===== src/rtl/event_reporter_pkg.sv =====
// Event reporter shared definitions.
// Record layout, header constants and serializer states.
package event_reporter_pkg;

   localparam logic [3:0] HDR_NIBBLE = 4'hA;

   localparam logic [1:0] CLS_NONE = 2'b00;
   localparam logic [1:0] CLS_A    = 2'b01;
   localparam logic [1:0] CLS_B    = 2'b10;
   localparam logic [1:0] CLS_RSVD = 2'b11;

   localparam int UNIT_W  = 2;
   localparam int CLASS_W = 2;

   // Record is {unit, class, timestamp}.
   function automatic int rec_width(input int ts_w);
      return UNIT_W + CLASS_W + ts_w;
   endfunction

   typedef enum logic [1:0] {
      ST_IDLE,
      ST_HDR,
      ST_TS_HI,
      ST_TS_LO
   } ser_state_e;

endpackage


===== src/rtl/sync_fifo.sv =====
// Single-clock FIFO with show-ahead read data.
// Pointers carry one extra wrap bit to tell full from empty.
module sync_fifo #(
   parameter int WIDTH = 8,
   parameter int DEPTH = 8
) (
   input  logic             clk,
   input  logic             rst,
   input  logic             wr_en_i,
   input  logic [WIDTH-1:0] wr_data_i,
   input  logic             rd_en_i,
   output logic [WIDTH-1:0] rd_data_o,
   output logic             full_o,
   output logic             empty_o
);

   localparam int AW = $clog2(DEPTH);

   logic [WIDTH-1:0] mem_q [DEPTH];
   logic [AW:0]      wr_ptr_q;
   logic [AW:0]      rd_ptr_q;
   logic             do_wr;
   logic             do_rd;

   assign empty_o   = (wr_ptr_q == rd_ptr_q);
   assign full_o    = (wr_ptr_q[AW] != rd_ptr_q[AW]) &&
                      (wr_ptr_q[AW-1:0] == rd_ptr_q[AW-1:0]);
   assign rd_data_o = mem_q[rd_ptr_q[AW-1:0]];
   assign do_wr     = wr_en_i && !full_o;
   assign do_rd     = rd_en_i && !empty_o;

   // Storage array; contents are don't-care while empty.
   always_ff @(posedge clk) begin
      if (do_wr) begin
         mem_q[wr_ptr_q[AW-1:0]] <= wr_data_i;
      end
   end

   // Read/write pointers; reset empties the FIFO.
   always_ff @(posedge clk or posedge rst) begin
      if (rst) begin
         wr_ptr_q <= '0;
         rd_ptr_q <= '0;
      end else begin
         if (do_wr) wr_ptr_q <= wr_ptr_q + 1'b1;
         if (do_rd) rd_ptr_q <= rd_ptr_q + 1'b1;
      end
   end

endmodule


===== src/rtl/event_reporter.sv =====
// Spike event reporter: edge detect, per-unit pending slots,
// record FIFO and a 3-byte packet serializer.
module event_reporter
   import event_reporter_pkg::*;
#(
   parameter int NUM_UNITS  = 4,
   parameter int FIFO_DEPTH = 8,
   parameter int TS_WIDTH   = 16
) (
   input  logic                   clk,
   input  logic                   rst,
   input  logic [NUM_UNITS-1:0]   spike_detection_array,
   input  logic [2*NUM_UNITS-1:0] event_out_array,
   output logic [7:0]             data_out,
   output logic                   data_valid,
   input  logic                   data_ready,
   output logic                   overflow
);

   localparam int REC_W = rec_width(TS_WIDTH);
   localparam int IDX_W = (NUM_UNITS > 1) ? $clog2(NUM_UNITS) : 1;

   logic [TS_WIDTH-1:0]  ts_q;
   logic [NUM_UNITS-1:0] spike_q;
   logic [NUM_UNITS-1:0] rise;

   logic [NUM_UNITS-1:0] pend_q,  pend_d;
   logic [CLASS_W-1:0]   cls_q [NUM_UNITS];
   logic [CLASS_W-1:0]   cls_d [NUM_UNITS];
   logic [TS_WIDTH-1:0]  sts_q [NUM_UNITS];
   logic [TS_WIDTH-1:0]  sts_d [NUM_UNITS];
   logic                 ovf_q, ovf_d;

   logic [IDX_W-1:0]     sel;
   logic                 sel_vld;
   logic                 wr_en;
   logic [REC_W-1:0]     wr_data;

   logic                 rd_en;
   logic [REC_W-1:0]     rd_data;
   logic                 full;
   logic                 empty;

   ser_state_e           state_q;
   logic [TS_WIDTH-1:0]  pkt_ts_q;
   logic [15:0]          pkt_ts16;
   logic [7:0]           hdr_byte;
   logic [7:0]           dout_q;
   logic                 dv_q;

   assign rise = spike_detection_array & ~spike_q;

   // Pick the lowest-indexed pending slot for this cycle's FIFO write.
   always_comb begin
      sel     = '0;
      sel_vld = 1'b0;
      for (int i = 0; i < NUM_UNITS; i++) begin
         if (pend_q[i] && !sel_vld) begin
            sel     = IDX_W'(i);
            sel_vld = 1'b1;
         end
      end
   end

   assign wr_en   = sel_vld && !full;
   assign wr_data = {UNIT_W'(sel), cls_q[sel], sts_q[sel]};

   // Slot update: a slot drained this cycle can take a new event.
   always_comb begin
      pend_d = pend_q;
      cls_d  = cls_q;
      sts_d  = sts_q;
      ovf_d  = ovf_q;
      for (int i = 0; i < NUM_UNITS; i++) begin
         if (wr_en && (sel == IDX_W'(i))) begin
            pend_d[i] = 1'b0;
         end
         if (rise[i]) begin
            if (!pend_d[i]) begin
               pend_d[i] = 1'b1;
               cls_d[i]  = event_out_array[2*i +: 2];
               sts_d[i]  = ts_q;
            end else begin
               ovf_d = 1'b1;
            end
         end
      end
   end

   // Timestamp, spike history, pending slots and sticky overflow.
   always_ff @(posedge clk or posedge rst) begin
      if (rst) begin
         ts_q    <= '0;
         spike_q <= '0;
         pend_q  <= '0;
         ovf_q   <= 1'b0;
         for (int i = 0; i < NUM_UNITS; i++) begin
            cls_q[i] <= CLS_NONE;
            sts_q[i] <= '0;
         end
      end else begin
         ts_q    <= ts_q + 1'b1;
         spike_q <= spike_detection_array;
         pend_q  <= pend_d;
         ovf_q   <= ovf_d;
         cls_q   <= cls_d;
         sts_q   <= sts_d;
      end
   end

   sync_fifo #(
      .WIDTH (REC_W),
      .DEPTH (FIFO_DEPTH)
   ) u_fifo (
      .clk       (clk),
      .rst       (rst),
      .wr_en_i   (wr_en),
      .wr_data_i (wr_data),
      .rd_en_i   (rd_en),
      .rd_data_o (rd_data),
      .full_o    (full),
      .empty_o   (empty)
   );

   assign rd_en = !empty &&
                  ((state_q == ST_IDLE) ||
                   ((state_q == ST_TS_LO) && data_ready));

   assign hdr_byte = {HDR_NIBBLE, rd_data[REC_W-1 -: 4]};
   assign pkt_ts16 = 16'(pkt_ts_q);

   // Serializer; the popped record's header loads with the pop.
   always_ff @(posedge clk or posedge rst) begin
      if (rst) begin
         state_q  <= ST_IDLE;
         pkt_ts_q <= '0;
         dout_q   <= 8'h00;
         dv_q     <= 1'b0;
      end else begin
         unique case (state_q)
            ST_IDLE: begin
               if (rd_en) begin
                  pkt_ts_q <= rd_data[TS_WIDTH-1:0];
                  dout_q   <= hdr_byte;
                  dv_q     <= 1'b1;
                  state_q  <= ST_HDR;
               end
            end
            ST_HDR: begin
               if (data_ready) begin
                  dout_q  <= pkt_ts16[15:8];
                  state_q <= ST_TS_HI;
               end
            end
            ST_TS_HI: begin
               if (data_ready) begin
                  dout_q  <= pkt_ts16[7:0];
                  state_q <= ST_TS_LO;
               end
            end
            ST_TS_LO: begin
               if (data_ready) begin
                  if (rd_en) begin
                     pkt_ts_q <= rd_data[TS_WIDTH-1:0];
                     dout_q   <= hdr_byte;
                     state_q  <= ST_HDR;
                  end else begin
                     dout_q  <= 8'h00;
                     dv_q    <= 1'b0;
                     state_q <= ST_IDLE;
                  end
               end
            end
            default: begin
               dout_q  <= 8'h00;
               dv_q    <= 1'b0;
               state_q <= ST_IDLE;
            end
         endcase
      end
   end

   assign data_out   = dout_q;
   assign data_valid = dv_q;
   assign overflow   = ovf_q;

endmodule

===== config.mk =====
export PLATFORM = sky130hd
export DESIGN_NAME = event_reporter
export DESIGN_NICKNAME = d
export VERILOG_FILES = /design/src/rtl/event_reporter_pkg.sv /design/src/rtl/sync_fifo.sv /design/src/rtl/event_reporter.sv
export SDC_FILE = /design/constraint.sdc
export NUM_CORES = 1
export LEC_CHECK = 0
export ABC_AREA = 1
export CORE_MARGIN = 1.5
export CORE_UTILIZATION = 40
export CTS_CLUSTER_SIZE = 30
export DETAILED_ROUTE_END_ITERATION = 8
export PLACE_DENSITY_LB_ADDON = 0.3
export SKIP_CTS_REPAIR_TIMING = 1
export SLEW_MARGIN = 5
export SYNTH_ARGS = -nofsm -noshare
export SYNTH_HDL_FRONTEND = slang
export SYNTH_SLANG_ARGS = --single-unit

===== constraint.sdc =====
create_clock -name clk -period 5.4 [get_ports clk]
set_input_delay 0.81 -clock clk [delete_from_list [all_inputs] [get_ports clk]]
set_output_delay 0.81 -clock clk [all_outputs]
set_load 0.01 [all_outputs]

## Word-level counts from Yosys, hierarchy flattened

Memories as Yosys holds them, arrays and structs flattened.
Cells that the tools add are included.

- RAM bits: 160
- Bits of input ports: 15
- Memories kept: 1
- Output and inout bits: 10
- Register bits: 132

Memories:

| name | depth | bits a word | rd ports | clocked after memory_dff | write ports | line | source |
|---|---|---|---|---|---|---|---|
| u_fifo.mem_q | 8 | 20 | 1 | 0 | 1 | sync_fifo.sv:19 | `logic [WIDTH-1:0] mem_q [DEPTH];` |

- Eq/ne operators: 14
- Bitwise gates (word level): 7
- Add/sub/neg operators: 3
- Reduce and logical (&&, ||, !) cells: 29
- Magnitude comparators: 1
- Muxes and demuxes: 50

Operator list:

| operator | count |
|---|---|
| $mux 16 | 4 |
| $mux 8 | 5 |
| $bmux 16 s2 | 1 |
| $pmux 16 s2 | 1 |
| $pmux 8 s4 | 1 |
| $mux 1 | 27 |
| $add 16x1->16 const B | 1 |
| $mux 2 | 8 |
| $logic_and 1x1->1 | 13 |
| $reduce_and 2->1 | 5 |
| $add 4x1->4 const B | 2 |
| $eq 2x2->1 const B | 4 |
| $ne 2x2->1 const B | 4 |
| $pmux 2 s4 | 1 |
| $reduce_and 4->1 | 2 |
| $logic_not 1->1 | 5 |
| $and 4x4->4 | 1 |
| $bmux 2 s2 | 1 |
| $eq 2x1->1 const B | 2 |
| $eq 4x4->1 | 1 |
| $logic_not 2->1 | 2 |
| $not 1->1 | 4 |
| $not 4->4 | 1 |
| $eq 3x3->1 | 1 |
| other kinds (7) | 7 |

## Depth between registers and ports, before layout

- Depth after elaboration: 21
- Gate-level depth with buffers: 11

## Cells and area by module

Synthesis repeated with hierarchy kept, for this count alone.

- Cells, all modules: 1270
- Area, all modules: 12615.8 sq um

By module, submodules not included:

| module | sequential area each (sq um) | cells an instance | area each (sq um) | instances |
|---|---|---|---|---|
| sync_fifo | 5004.8 | 539 | 6711.4 | 1 |
| event_reporter | 3103.0 | 731 | 5904.4 | 1 |

## Worst setup path after synthesis

OpenSTA, ideal clock, no wires.

- Kind: register to register
- From: register u_fifo.wr_ptr_q[1]
- To: memory u_fifo.mem_q[6][0] in the netlist's numbering (enable)
- Stages on the path, launching flop included: 10
- Arrival time: 2.592 ns
- Path slack: 2.385 ns
- Clock period less this slack: 3.015 ns
- Library setup time: 0.422 ns
- Path through: dfrtp_1 inv_1 nand2_1 nand2_2 clkinv_1 nand4_4 nand2_1 inv_1 nand2_1 nor3_1

- Cells in the longest elaborated chain, start to end: 7

Ends and longest elaborated chain:

| item | line | source |
|---|---|---|
| from (decl) | sync_fifo.sv:20 | `logic [AW:0] wr_ptr_q;` |
| from (signal assigned) | sync_fifo.sv:45 | `if (do_wr) wr_ptr_q <= wr_ptr_q + 1'b1;` |
| $eq 3x3->1 | sync_fifo.sv:27 | `(wr_ptr_q[AW-1:0] == rd_ptr_q[AW-1:0]);` |
| $logic_and 1x1->1 | sync_fifo.sv:26 | `assign full_o = (wr_ptr_q[AW] != rd_ptr_q[AW]) &&` |
| $logic_not 1->1 | sync_fifo.sv:29, event_reporter.sv:65 |  |
| $logic_and 1x1->1 | event_reporter.sv:65 | `assign wr_en = sel_vld && !full;` |
| $logic_and 1x1->1 | sync_fifo.sv:29 | `assign do_wr = wr_en_i && !full_o;` |
| $mux 1 | sync_fifo.sv:34 | `if (do_wr) begin` |
| $mux 1 (implied by the code) | sync_fifo.sv:35 | `mem_q[wr_ptr_q[AW-1:0]] <= wr_data_i;` |
| to (decl) | sync_fifo.sv:19 |  |

Several ways; a longest one is shown, not always the timed one.

## Worst setup path after layout

- From: register u_fifo.rd_ptr_q[2]
- To: memory u_fifo.mem_q[2][18] in the netlist's numbering (enable)

- Cells in the longest elaborated chain, start to end: 7

Ends and longest elaborated chain:

| item | line | source |
|---|---|---|
| from (decl) | sync_fifo.sv:21 | `logic [AW:0] rd_ptr_q;` |
| from (signal assigned) | sync_fifo.sv:46 | `if (do_rd) rd_ptr_q <= rd_ptr_q + 1'b1;` |
| $eq 3x3->1 * | sync_fifo.sv:27 |  |
| $logic_and 1x1->1 * | sync_fifo.sv:26 |  |
| $logic_not 1->1 * | sync_fifo.sv:29, event_reporter.sv:65 |  |
| $logic_and 1x1->1 | event_reporter.sv:65 |  |
| $logic_and 1x1->1 * | sync_fifo.sv:29 |  |
| $mux 1 * | sync_fifo.sv:34 |  |
| $mux 1 (implied by the code) * | sync_fifo.sv:35 |  |

Every way passes the cells marked *; elsewhere a longest branch is shown, timed or not.

==> summary.md <==
| Metric | Value |
|---|---|
| Worst vdd ir | 0.375 mV |
| Area grow syn2layout | 13.6% |
| I/O Buffers | 24 |
| Gp weighted congestion | 0.812 |
| Critical path endpoint category | flip-flop |
| Multiplexer area fraction after synthesis | 0% |
| Max-cap violation count | 0 |
| Nets | 1,196 |
| Run status | completed |
| Ant diodes | 0 |
| Post-DP HPWL | 18,500 um |
| Starting density of the core | 40.5% |
| Post-synthesis sequential area ratio | 65.7% |
| Buffers and inverters on the worst path | 2 |
| Clock tree buffer depth | 3 |
| Finished Layout Cells | 1,593 |
| Initial antenna violation count | 0 |
| Die Width | 179 um |
| First-pass GRT wire length | 45,900 um |
| Async SR Flop Fraction | 45.2% |
| Leakage | 5.62 nW |
| Core area | 30,400 um^2 |
| Cell family with most CP delay | simple AND/OR/NAND/NOR gates |
| Synth Area in Adders | 0.812% |
| Final wirelength | 28,800 um |
| Die area | 31,900 um^2 |
| Vias in the first global route | 8,009 |
| Slowest CP cell | dfrtp_1 |
| Critical path type | reg -> reg |
| Clock Tree Root | clkbuf_16 |
| Detailed-route wire length per cell | 18.1 um |
| Post-synthesis compound-gate area fraction | 11.8% |
| Synth Area in Simple Gates | 15.7% |
| Pwr Total | 8.63 mW |
| Worst slew pin tran | 1.15 ns |
| Startpoint Class | flip-flop |
| Post-synth top flop | edfxtp_1 |
| Post-synth EDFFs | 160 |
| Yosys warns | 0 |
| Reg clk slew, reported paths | 0.06 ns |
| Syn_area_per_cell | 10.6 um^2 |
| Worst-path maximum fanout | 24 |
| Drt first pass iters | 5 |
| Vias/cell | 5.20 |
| Synthesized instance count | 1,162 |
| Fillers | 2,819 |
| Syn nets | 1,185 |
| Slowest Stage Delay on Critical Path | 0.87 ns |
| Top-level I/O count | 25 |
| Fin. Hold Viols | 0 |
| Number of core rows | 64 |
| ANT nets after route | 0 |
| Critical-path cell list | inv_2, nand2_1, nand2_1, nand4_4, nand2_1, inv_1, nand2_1, nor2_2 |
| Mapped Area | 12,300 um^2 |
| Pin count of the biggest net entering global routing | 102 |
| Flops & latches, synth | 292 |
| Die height | 179 um |
| DR DRC count | 0 |
| Largest family of logic cells by synthesized area | simple AND/OR/NAND/NOR gates |
| Final min period | 3.42 ns |
| CTS buffer count | 31 |
| Routed vias | 8,289 |
| Grt total ovfl | 0 |
| Arr. time, crit path | 3.59 ns |
| Setup violators final | 0 |
| Worst hold path class | reg -> reg |
| Setup TNS | 0 ns |
| CTS tree | built |
| Layout cells sized above 1 | 10.6% |
| Fin crit share | 63.3% |
| Clock skew | 0.0135 ns |
| Power Density | 616 nW/um^2 |
| CP dominant cell by count | nand2_1 |
| Max Freq | 0.292 GHz |
| Cell variety after synth | 31 |
| Clk Latency, worst-skew pair | 0.56 ns |
| Slew headroom | 23.2% |
| Total GRT Usage | 18.6% |
| Xor and xnor fraction of the mapped netlist area | 1.28% |
| Clk sinks | 292 |
| H-tree depth | 1 |
| RSZ-0062 raised after global routing | false |
| Final count of pins violating max slew | 0 |
| CP Data Required Time | 5.57 ns |
| DRT iter0 DRCs | 817 |
| Cells after DPL | 1,536 |
## power by group
| part | switching (mW) | internal (mW) |
|---|---|---|
| clock | 0.882 | 1.50 |
| sequential | 0.288 | 3.20 |
| combinational | 1.99 | 0.772 |
## worst paths after layout
| path | startpoint | end | slack, ns | cells past startpoint |
|---|---|---|---|---|
| min in group asynchronous | rst | spike_q[0]$_DFF_PP0_ | 0.80 | 2 |
| setup / recovery | u_fifo.rd_ptr_q[2]$_DFFE_PP0P_ | u_fifo.mem_q[2][18]$_DFFE_PP_ | 1.98 | 8 |
| hold reg to reg | spike_q[3]$_DFF_PP0_ | pend_q[3]$_DFF_PP0_ | 0.47 | 1 |
| setup reg to reg | u_fifo.rd_ptr_q[2]$_DFFE_PP0P_ | u_fifo.mem_q[2][18]$_DFFE_PP_ | 1.98 | 8 |
| hold / removal | spike_q[3]$_DFF_PP0_ | pend_q[3]$_DFF_PP0_ | 0.47 | 1 |
| max in group asynchronous | rst | u_fifo.rd_ptr_q[0]$_DFFE_PP0P_ | 3.65 | 3 |
## worst register-to-register path: stages (launching register included)
cell     delay (ns)
dfrtp_1        0.87
inv_2          0.36
nand2_1        0.15
nand2_1        0.15
nand4_4        0.18
nand2_1        0.12
inv_1          0.14
nand2_1        0.19
nor2_2         0.87
## layout by cell type, fill, tap and decap left out, types with 6 or more instances in the layout
cell / count
nand2_1: 225
nor2_1: 153
inv_1: 57
nor2_2: 9
clkdlybuf4s50_1: 24
nand3_1: 36
ha_1: 8
nand2_2: 19
clkbuf_16: 31
bufinv_16: 9
o21ai_0: 133
buf_4: 11
edfxtp_1: 160
dfrtp_1: 131
o21ai_1: 41
o22ai_1: 62
nand2_4: 6
a21oi_1: 11
xor2_1: 18
o21ai_2: 16
inv_2: 7
## synth_stat cells (3+ instances only)
| master | n | area (um^2) |
|---|---|---|
| nor2_1 | 160 | 601 |
| dfrtp_1 | 132 | 3300 |
| o21ai_0 | 133 | 666 |
| nand2_4 | 6 | 67.6 |
| o21ai_1 | 41 | 205 |
| nor3_1 | 3 | 15.0 |
| clkbuf_1 | 30 | 113 |
| xor2_1 | 18 | 158 |
| inv_1 | 58 | 218 |
| buf_2 | 8 | 40.0 |
| a21oi_1 | 11 | 55.1 |
| o21ai_2 | 16 | 140 |
| inv_2 | 7 | 26.3 |
| nand2_2 | 19 | 119 |
| nand2_1 | 225 | 845 |
| nand3_1 | 36 | 180 |
| edfxtp_1 | 160 | 4800 |
| buf_6 | 12 | 135 |
| buf_4 | 5 | 37.5 |
| ha_1 | 8 | 100 |
| o22ai_1 | 62 | 388 |
## per-stage QoR
step	utilization [%]	cell area, um^2	setup slack [ns]	hold WS [ns]
after global routing	46.0	14000	1.59	0.489
after detailed placement	42.2	12800	2.00	0.457
after floorplan	-	12300	1.06	0.436
final	46.0	14000	1.98	0.470
after global placement	42.2	12800	2.02	0.456
after CTS	46.0	14000	1.97	0.466
## state kept, by name, indices dropped and copies added (netlist names)
register / count
cls_q: 8
data_out: 8
data_valid: 1
overflow: 1
pend_q: 4
pkt_ts16: 16
spike_q: 4
state_q: 2
sts_q: 64
ts_q: 16
u_fifo.mem_q: 160
u_fifo.rd_ptr_q: 4
u_fifo.wr_ptr_q: 4
## kinds of logic (layout without fill, tap and decap cells)
family | Yosys count | in the layout
and+or+nand+nor | 458 | 458
DFF | 292 | 292
AOI/OAI and AO/OA | 263 | 263
buffers and inverters | 123 | 158
xor gates and xnor gates | 18 | 18
adders and majority gates | 8 | 8
## metal layers
layer	GRT usage (%)	vias to the layer above	routed length, um
met5	0	-	0
met4	4.13	0	599
met3	2.51	37	1670
met2	28.7	273	12900
met1	27.9	3988	13600
li1	-	3991	-
## cell type report
class                   instances  area, um^2  area share, %
inverters                      66         253           1.80
clock inverters                22         358           2.56
multi-input cells             747        3660           26.2
repair buffers                 35         323           2.31
flip-flops and latches        292        8110           57.9
clock buffers                  35         801           5.72
well taps                     396         495           3.54
Power figures use the tool's default switching activity.
